$ cat config.mk
export PLATFORM = sky130hd
export DESIGN_NAME = instr_sequencer
export DESIGN_NICKNAME = d
export VERILOG_FILES = /design/src/rtl/riscv_pkg.sv /design/src/rtl/instr_sequencer.sv
export SDC_FILE = /design/constraint.sdc
export NUM_CORES = 1
export LEC_CHECK = 0
export ABC_CLOCK_PERIOD_IN_PS = 1800
export CAP_MARGIN = 20
export CORE_MARGIN = 1
export CORE_UTILIZATION = 37
export CTS_CLUSTER_DIAMETER = 40
export DETAILED_ROUTE_END_ITERATION = 6
export HOLD_SLACK_MARGIN = 0.08
export PLACE_DENSITY_LB_ADDON = 0.15
export SLEW_MARGIN = 20
export SYNTH_ARGS = -nofsm -noshare
export SYNTH_HDL_FRONTEND = slang
export SYNTH_SLANG_ARGS = --single-unit
$ cat constraint.sdc
create_clock -name clk -period 1.8 [get_ports clk]
set_input_delay 0.45 -clock clk [delete_from_list [all_inputs] [get_ports clk]]
set_output_delay 0.45 -clock clk [all_outputs]
set_load 0.005 [all_outputs]
$ cat src/rtl/riscv_pkg.sv
// rtl/riscv_pkg.sv - shared state encoding, opcode constants and decode helper for instr_sequencer
package riscv_pkg;

  typedef enum logic [2:0] {
    S_IDLE      = 3'd0,
    S_FETCH     = 3'd1,
    S_DECODE    = 3'd2,
    S_EXECUTE   = 3'd3,
    S_MEMORY    = 3'd4,
    S_WRITEBACK = 3'd5,
    S_HALT      = 3'd6,
    S_TRAP      = 3'd7
  } state_t;

  localparam logic [6:0] OP_REG    = 7'b0110011;
  localparam logic [6:0] OP_IMM    = 7'b0010011;
  localparam logic [6:0] OP_LOAD   = 7'b0000011;
  localparam logic [6:0] OP_STORE  = 7'b0100011;
  localparam logic [6:0] OP_BRANCH = 7'b1100011;
  localparam logic [6:0] OP_JAL    = 7'b1101111;
  localparam logic [6:0] OP_JALR   = 7'b1100111;
  localparam logic [6:0] OP_LUI    = 7'b0110111;
  localparam logic [6:0] OP_AUIPC  = 7'b0010111;
  localparam logic [6:0] OP_SYSTEM = 7'b1110011;

  localparam int unsigned WD_LIMIT = 16;
  localparam int unsigned WD_W     = 4;

  typedef struct packed {
    logic legal;
    logic system;
    logic load;
    logic store;
    logic no_rd;
  } op_class_t;

  // Stores and branches have no destination register, so they never write back.
  function automatic op_class_t classify(input logic [6:0] op);
    op_class_t c;
    c = '0;
    case (op)
      OP_REG, OP_IMM, OP_JAL, OP_JALR, OP_LUI, OP_AUIPC: c.legal = 1'b1;
      OP_LOAD: begin
        c.legal = 1'b1;
        c.load  = 1'b1;
      end
      OP_STORE: begin
        c.legal = 1'b1;
        c.store = 1'b1;
        c.no_rd = 1'b1;
      end
      OP_BRANCH: begin
        c.legal = 1'b1;
        c.no_rd = 1'b1;
      end
      OP_SYSTEM: begin
        c.legal  = 1'b1;
        c.system = 1'b1;
      end
      default: c = '0;
    endcase
    return c;
  endfunction

endpackage

$ cat src/rtl/instr_sequencer.sv
// rtl/instr_sequencer.sv - multi-cycle instruction sequencer FSM; INSTR_SEQ_RETIRE_COUNT_EN enables retired_count
module instr_sequencer
  import riscv_pkg::*;
(
  input  logic        clk,
  input  logic        reset,
  input  logic        step_en,
  input  logic [31:0] instruction,
  input  logic        mem_ready,
  input  logic        halt_req,
  output logic        mem_read_en,
  output logic        mem_write_en,
  output logic        ir_load_en,
  output logic        reg_write_en,
  output logic        pc_write_en,
  output logic [2:0]  state,
  output logic        trap,
  output logic [31:0] retired_count
);

  state_t          cur;
  logic [WD_W-1:0] wd;
  logic            is_load;
  logic            is_store;
  logic            rd_write;
  op_class_t       dec;
  logic            wd_expire;
  logic            unused_instr;

  assign state        = cur;
  assign dec          = classify(instruction[6:0]);
  assign wd_expire    = (wd == WD_W'(WD_LIMIT - 1));
  assign unused_instr = ^instruction[31:12];

  // Level strobes follow the state they belong to; pulse strobes clear every clk.
  always_ff @(posedge clk) begin
    if (reset) begin
      cur          <= S_IDLE;
      wd           <= '0;
      trap         <= 1'b0;
      mem_read_en  <= 1'b0;
      mem_write_en <= 1'b0;
      ir_load_en   <= 1'b0;
      reg_write_en <= 1'b0;
      pc_write_en  <= 1'b0;
      is_load      <= 1'b0;
      is_store     <= 1'b0;
      rd_write     <= 1'b0;
    end else begin
      ir_load_en   <= 1'b0;
      reg_write_en <= 1'b0;
      pc_write_en  <= 1'b0;
      if (step_en) begin
        case (cur)
          S_IDLE: begin
            if (!halt_req) begin
              cur         <= S_FETCH;
              mem_read_en <= 1'b1;
            end
          end
          S_FETCH: begin
            if (mem_ready) begin
              cur         <= S_DECODE;
              mem_read_en <= 1'b0;
              ir_load_en  <= 1'b1;
              wd          <= '0;
            end else if (wd_expire) begin
              cur         <= S_TRAP;
              trap        <= 1'b1;
              mem_read_en <= 1'b0;
              wd          <= '0;
            end else begin
              wd <= wd + 1'b1;
            end
          end
          S_DECODE: begin
            is_load  <= dec.load;
            is_store <= dec.store;
            rd_write <= !dec.no_rd && (instruction[11:7] != 5'd0);
            if (!dec.legal) begin
              cur  <= S_TRAP;
              trap <= 1'b1;
            end else if (dec.system) begin
              cur <= S_HALT;
            end else begin
              cur <= S_EXECUTE;
            end
          end
          S_EXECUTE: begin
            if (is_load || is_store) begin
              cur          <= S_MEMORY;
              mem_read_en  <= is_load;
              mem_write_en <= is_store;
            end else begin
              cur <= S_WRITEBACK;
            end
          end
          S_MEMORY: begin
            if (mem_ready) begin
              cur          <= S_WRITEBACK;
              mem_read_en  <= 1'b0;
              mem_write_en <= 1'b0;
              wd           <= '0;
            end else if (wd_expire) begin
              cur          <= S_TRAP;
              trap         <= 1'b1;
              mem_read_en  <= 1'b0;
              mem_write_en <= 1'b0;
              wd           <= '0;
            end else begin
              wd <= wd + 1'b1;
            end
          end
          S_WRITEBACK: begin
            pc_write_en  <= 1'b1;
            reg_write_en <= rd_write;
            if (halt_req) begin
              cur <= S_HALT;
            end else begin
              cur         <= S_FETCH;
              mem_read_en <= 1'b1;
            end
          end
          S_HALT: begin
            if (!halt_req) begin
              cur         <= S_FETCH;
              mem_read_en <= 1'b1;
            end
          end
          S_TRAP: begin
            trap <= 1'b1;
          end
          default: begin
            cur  <= S_TRAP;
            trap <= 1'b1;
          end
        endcase
      end
    end
  end

`ifdef INSTR_SEQ_RETIRE_COUNT_EN
  logic [31:0] retired_cnt;
  logic        retire;

  assign retire        = step_en && (cur == S_WRITEBACK);
  assign retired_count = retired_cnt;

  always_ff @(posedge clk) begin
    if (reset) begin
      retired_cnt <= '0;
    end else if (retire) begin
      retired_cnt <= retired_cnt + 32'd1;
    end
  end
`else
  assign retired_count = '0;
`endif

endmodule

Word level (Yosys, flattened, before mapping)
Index checks and enable logic that the tools add are counted.
Widths: inputs -> output; s select.
{"block": "word_totals", "out_inout_bits": 41, "register_bits": 16, "input_bits": 37}
{"block": "classes", "n_eq_ne": 26, "mux": 29, "n_reduce_logical": 23, "addsub": 1, "bitwise": 3}
{"operator": "$eq 7x7->1 const B", "count": 4}
{"operator": "$eq 7x6->1 const B", "count": 3}
{"operator": "$mux 3", "count": 7}
{"operator": "$pmux 3 s6", "count": 1}
{"operator": "$mux 1", "count": 16}
{"operator": "$eq 7x5->1 const B", "count": 2}
{"operator": "$eq 3x3->1 const B", "count": 4}
{"operator": "$ne 2x2->1 const B", "count": 5}
{"operator": "$reduce_and 5->1", "count": 2}
{"operator": "$reduce_or 10->1", "count": 1}
{"operator": "$reduce_or 3->1", "count": 3}
{"operator": "$mux 4", "count": 2}
{"operator": "$reduce_or 2->1", "count": 4}
{"operator": "$eq 7x2->1 const B", "count": 1}
{"operator": "$eq 3x2->1 const B", "count": 2}
{"operator": "$pmux 1 s3", "count": 2}
{"operator": "$reduce_bool 3->1", "count": 2}
{"operator": "$reduce_bool 6->1", "count": 1}
{"operator": "$reduce_bool 5->1", "count": 1}
{"operator": "$add 4x1->4 const B", "count": 1}
{"operator": "$eq 4x4->1 const B", "count": 1}
{"operator": "$reduce_and 2->1", "count": 2}
{"operator": "$reduce_and 4->1", "count": 1}
{"operator": "$eq 3x1->1 const B", "count": 1}
{"operator": "other kinds (11)", "count": 13}

Depth between registers and ports, before layout
Gate-level depths: netlist of the first run.
{"block": "depth", "ltp_word": 5, "mapped_depth": 7, "mapped_depth_nobuf": 6}

Least setup slack after synthesis of the first run
Ideal clock, no wire load.
{"block": "synth_path", "kind": "reg2reg", "start": "register cur[0], in the netlist state[0]", "end": "register wd[2]", "n_path_buf": 2, "setup_slack_ns": 0.162, "arrival_ns": 1.567, "setup_time_ns": 0.071, "path_stages_with_launch": 7, "period_less_slack_ns": 1.638, "required_time_ns": 1.729, "cell_sequence": "dfxtp_1 > buf_6 > xnor2_2 > or2_1 > clkbuf_2 > or4b_1 > a21oi_1"}
{"block": "synth_between", "elab_chain_cells": 3, "elab_cells_between_ends": 4, "cone_classes": "eq/ne (2); reduce/logical (2)"}
{"element": "start: declaration", "line_no": "instr_sequencer.sv:21", "source": "state_t cur;"}
{"element": "start signal: assignment", "line_no": "instr_sequencer.sv:38", "source": "cur <= S_IDLE;"}
{"element": "start signal: assignment", "line_no": "instr_sequencer.sv:57", "source": "cur <= S_FETCH;"}
{"element": "start signal: assignment", "line_no": "instr_sequencer.sv:63", "source": "cur <= S_DECODE;"}
{"element": "$eq 3x3->1 or $eq 3x1->1 (tied branches)", "line_no": "instr_sequencer.sv:54", "source": "case (cur)"}
{"element": "$reduce_or 2->1 (no source line) (*)"}
{"element": "$reduce_and 2->1 (no source line) (*)"}
{"element": "end signal: assignment", "line_no": "instr_sequencer.sv:73", "source": "wd <= wd + 1'b1;"}
{"element": "end signal: assignment", "line_no": "instr_sequencer.sv:111", "source": "wd <= wd + 1'b1;"}
{"element": "end: declaration", "line_no": "instr_sequencer.sv:22", "source": "logic [WD_W-1:0] wd;"}
Every way passes the cells marked *; elsewhere a longest branch is shown, timed or not.
A chain may end at the register's enable or synchronous reset.

Worst setup path after layout of the first run
{"block": "layout_path", "start": "register cur[2], in the netlist state[2]", "end": "output port state[2]"}
{"element": "end: declaration", "line_no": "instr_sequencer.sv:16", "source": "output logic [2:0] state,"}
No word-level cell between the ends.

==> results of run 1 <==
registers in the layout (all words and copies together), names as in the netlist:
register,cells
state,3
reg_write_en,1
trap,1
rd_write,1
is_store,1
mem_write_en,1
is_load,1
wd,4
ir_load_en,1
mem_read_en,1
pc_write_en,1
final cells by class:
class,instances,area [µm²]
multi-input cells,149,830
fillers,359,1680
flip-flops and latches,16,325
repair buffers,50,440
well taps,46,57.6
clock buffers,4,36.3
inverters,5,18.8
final timing paths:
path	slack, ns	cells past startpoint	start	endpoint
max	0.06	1	state[2]	state[2]
min	0.45	2	trap	trap
max reg2reg	0.21	6	wd[0]	trap
min reg2reg	0.45	2	trap	trap
cells by family (layout without fill, tap and decap cells):
| logic type | after synthesis | count (layout) | synth area share [%] |
|---|---|---|---|
| simple gates | 63 | 63 | 24.5 |
| compound gates | 50 | 50 | 24.2 |
| buf+inv | 48 | 59 | 23.3 |
| flops | 16 | 16 | 24.0 |
| xor+xnor | 2 | 2 | 1.88 |
| fa+ha+maj | 1 | 1 | 0.939 |
| other cells | 1 | 32 | 0.281 |
| mux | 1 | 1 | 0.845 |
through the flow:
| stage | setup WS (ns) | total power [µW] | util [%] | TNS [ns] |
|---|---|---|---|---|
| 3_3_place_gp | -0.244 | 680 | 48.8 | -1.17 |
| 6_report | 0.0586 | 942 | 50.4 | 0 |
| 5_1_grt | 0.00595 | 1010 | 50.4 | 0 |
| 3_5_place_dp | -0.289 | 688 | 48.8 | -1.57 |
| 4_1_cts | 0.0181 | 941 | 49.9 | 0 |
| 2_1_floorplan | 0.162 | 601 | - | 0 |
routing by layer:
metal	global-route usage, %	wire length [µm]	share of wire (%)
met1	24.6	1480	46
met2	31.2	1570	49
met3	2.69	149	4.6
met4	5.71	19	0.59
met5	0	0	0
cells in the final DEF, fill, tap and decap left out, types with 2 or more instances in the layout:
master,n
buf_4,25
nand2_1,11
nor2b_1,8
a21o_1,2
a22oi_1,2
nor2_1,14
nor3_1,11
a31oi_1,3
nand4_1,2
a21oi_1,15
conb_1,32
and2_1,2
a211oi_1,3
a221oi_1,2
o311ai_0,2
nand3_1,3
inv_1,5
clkbuf_4,3
o21ai_0,10
nor3b_1,4
dfxtp_1,14
clkdlybuf4s50_1,24
nand2b_1,2
where the power goes:
group | internal [µW] | leakage, µW | total [µW] | switching, µW
sequential | 367 | 0.000131 | 386 | 19.3
clock | 123 | 0.0000210 | 254 | 130
combinational | 156 | 0.000565 | 303 | 147
repair_timing:
action,4_1_cts,5_1_grt
cloned,0,0
buffers inserted,0,0
resized for setup,2,5
hold buffers,0,0
endpoints found under the setup margin,2,3
pin swaps,0,0
==> flow_metrics.tcl, run 1 <==
set metrics [dict create \
    clock_skew_ns 0.00768 \
    routedWlPerCell_um 11.9 \
    grt_pass1_vias 1160 \
    worstSetupStartpointType "register" \
    ys_warn_count 0 \
    clock_sinks 16 \
    antenna_found_initial 0 \
    dieHeight_um 62.0 \
    cts_tree "done" \
    stdcell_area_um2 1710 \
    remaining_drc_errors 0 \
    power.leakage_uw 0.000716 \
    core-area_um2 3390 \
    grt_usage_pct 18.6 \
    synth_top_area_share_pct 24.0 \
    syn2layout_area_growth_pct 28.2 \
    yosysUniqueCellTypes 46 \
    period_share_pct 96.7 \
    slowest_stage "clkdlybuf4s50_1" \
    timing.hold.ws_ns 0.455 \
    wirelength_um 3220 \
    critPathKind "reg -> out" \
    ys_ff_latch 16 \
    async_flop_share_pct 0 \
    ir_drop_v 0.000212 \
    initial_core_util_pct 39.3 \
    synth_area_um2 1330 \
    port_buffers 25 \
    fin_cells 270 \
    yosysTopAreaCell "dfxtp_1" \
    rows 21 \
    outcome "complete, no violations" \
    synth.area.top_cells "dfxtp_1 24%, buf_4 18%, a21oi_1 5.6%" \
    grt_pass1_wl_um 5290 \
    syn_avg_cell_area_um2 7.32 \
    min_period_ns 1.74 \
    cp_slowest_stage_delay_ns 0.54 \
    drtIter0Drc 63 \
    powerDensity_nw_per_um2 552 \
    cap_violations 0 \
    hold_path_class "reg -> reg" \
    finalHoldViolCount 0 \
    fp.dieW_um 62.0 \
    dp_cells 266 \
    slew_violations 0 \
    vias 1350 \
    critPathArrivalTime_ns 1.29 \
    post-synth-top-count-cell "buf_4" \
    die_area_um2 3850 \
    htree_levels 1 \
    crit_chain "clkdlybuf4s50_1" \
    clk_latency_ns 0.30 \
    setup_violations 0 \
    overflow 0 \
    place_area_um2 1650 \
    cp.required_ns 1.35 \
    dr.pass1.iters 4 \
    hpwl_um 2550 \
    grt_setup_unrepaired "no" \
    cp_num_buf_inv 1 \
    netlist_instances 182 \
    ant_nets 0 \
    cts_root_buffer "clkbuf_4" \
    synthTopCellsByCount "32 x buf_4, 16 x dfxtp_1, 15 x a21oi_1" \
    ys.flop_type "dfxtp_1" \
    cts_made_buffers 3 \
    viasPerCell 5.00 \
    drive_gt1_share_pct 17.0 \
    path_max_fanout 11 \
    clk_pin_slew_ns 0.11 \
    ios 78 \
    final_nets 263 \
    critPathTopFamily "buffers and inverters" \
    synth_edf_count 0 \
    ys_seq_area_share_pct 24.0 \
    grt_max_degree 13 \
    gp_congestion 0.879 \
    crit_path_end_kind "output pin" \
    antenna_cells 0 \
    clockBufferDepth 2 \
    fmax_ghz 0.574 \
]
(Power assumes the default switching activity.)
==> run 2: changes to the inputs <==
Settings changed: ABC_CLOCK_PERIOD_IN_PS 1800 to 1700.
Clock period 1.8 ns to 1.7 ns, I/O delays scaled along.
==> run 2 against run 1 <==
- final area is 3.7% higher
- largest cell class unchanged
- core utilization is 1.9 points higher
- via count is 1.4% higher
- wire length is 0.47% higher
- non-clock buffer count is 7 higher
- critical path depth stayed put
- die area stayed put
- combinational power is 13% higher
- worst hold slack worse by 0.00095 ns
- count of clock-buffer cells in the layout stayed put
- sequential share of layout area is 0.62 points lower
- critical path type unchanged
==> flow_metrics.tcl, run 2 (synthesis gave the netlist of run 1 again) <==
set metrics [dict create \
    finalHoldViolCount 0 \
    antenna_found_initial 0 \
    largest_reg_flops 4 \
    fmax_ghz 0.603 \
    vias 1369 \
    port_buffers 25 \
    grt_pass1_vias 1221 \
    wirelength_um 3240 \
    period_share_pct 97.6 \
    path_max_fanout 9 \
    ir_drop_v 0.000222 \
    grt_pass1_wl_um 5120 \
    dieHeight_um 62.0 \
    grt_max_degree 13 \
    drive_gt1_share_pct 20.8 \
    hold_path_class "reg -> reg" \
    hpwl_um 2600 \
    fp.dieW_um 62.0 \
    slowest_stage "clkdlybuf4s50_1" \
    routedWlPerCell_um 11.7 \
    cp_num_buf_inv 1 \
    cap_violations 0 \
    setup_violations 0 \
    cp.required_ns 1.27 \
    critPathKind "reg -> out" \
    crit_path_end_kind "output pin" \
    clk_latency_ns 0.29 \
    final_nets 270 \
    overflow 0 \
    cts_root_buffer "clkbuf_4" \
    remaining_drc_errors 0 \
    initial_core_util_pct 39.3 \
    clock_sinks 16 \
    slew_violations 0 \
    top_register "wd" \
    core-area_um2 3390 \
    worstSetupStartpointType "register" \
    gp_congestion 0.891 \
    critPathArrivalTime_ns 1.23 \
    dr.pass1.iters 4 \
    min_period_ns 1.66 \
    clk_pin_slew_ns 0.11 \
    place_area_um2 1710 \
    htree_levels 1 \
    power_uw 1010 \
    cts_made_buffers 3 \
    power.leakage_uw 0.000764 \
    grt_usage_pct 17.9 \
    final_cell_mix "32 x conb_1, 32 x buf_4, 23 x clkdlybuf4s50_1, 14 x a21oi_1, 14 x nor2_1" \
    drtIter0Drc 32 \
    rows 21 \
    syn2layout_area_growth_pct 33.0 \
    viasPerCell 4.94 \
    ant_nets 0 \
    die_area_um2 3850 \
    powerDensity_nw_per_um2 569 \
    ios 78 \
    stdcell_area_um2 1770 \
    cts_tree "done" \
    outcome "complete, no violations" \
    crit_chain "clkdlybuf4s50_1" \
    antenna_cells 0 \
    clock_skew_ns 0.00886 \
    critPathTopFamily "buffers and inverters" \
    clockBufferDepth 2 \
    hold_buffers 0 \
    cp_slowest_stage_delay_ns 0.52 \
]
-- run 2: changes by cell type in the layout (fill, tap and decap cells not counted), sizes merged --
cell and delta:
buf +7, clkdlybuf4s50 -1, dlymetal6s2s +1
-- run 2: worst reg2reg max path, cell delays in order, from the launching register on --
cell and delay (ns):
dfxtp_1 0.39, ha_1 0.26, a31o_2 0.24, nor3_1 0.06, a211oi_1 0.29, o311a_1 0.22
nor3_1 0.05
-- run 2: per-layer routing --
| metal | part of all wire [%] | track usage [%] | up-vias |
|---|---|---|---|
| met4 | 1.9 | 5.71 | 0 |
| met2 | 49 | 32.2 | 59 |
| met5 | 0 | 0 | - |
| met3 | 6.2 | 2.69 | 6 |
| li1 | - | - | 687 |
| met1 | 43 | 21.6 | 617 |
-- run 2: final timing paths --
check | from | endpoint | cells after the start | slack [ns]
max reg2reg | wd[0] | mem_read_en | 6 | 0.11
min reg2reg | trap | trap | 2 | 0.45
min | trap | trap | 2 | 0.45
max | state[0] | state[0] | 1 | 0.04
-- run 2: metrics by stage --
| step | setup TNS (ns) | instances | hold WS (ns) | setup slack [ns] | utilization [%] |
|---|---|---|---|---|---|
| after CTS | 0 | 277 | 0.460 | 0.00665 | 51.6 |
| after global routing | -0.00146 | 277 | 0.472 | -0.00146 | 52.3 |
| after floorplan | 0 | 213 | 0.430 | 0.0620 | - |
| after detailed placement | -2.33 | 273 | 0.446 | -0.353 | 50.3 |
| after global placement | -2.03 | 273 | 0.440 | -0.313 | 50.3 |
| final | 0 | 277 | 0.454 | 0.0405 | 52.3 |
-- run 2: what timing repair did --
action | CTS | global route
pin swaps | 0 | 2
setup buffers | 0 | 0
gates resized for setup | 4 | 7
endpoints found under the setup margin | 4 | 6
-- run 2: final cells by class --
cell class | count | area [µm²]
Clock buffer | 4 | 36.3
Fill cell | 354 | 1620
Inverter | 5 | 18.8
Multi-Input combinational cell | 149 | 837
Sequential cell | 16 | 327
Tap cell | 46 | 57.6
Timing Repair Buffer | 57 | 495
-- run 2: power by group --
part	total (µW)	switching [µW]	internal (µW)
clock	259	129	130
sequential	406	17.7	389
combinational	342	162	179
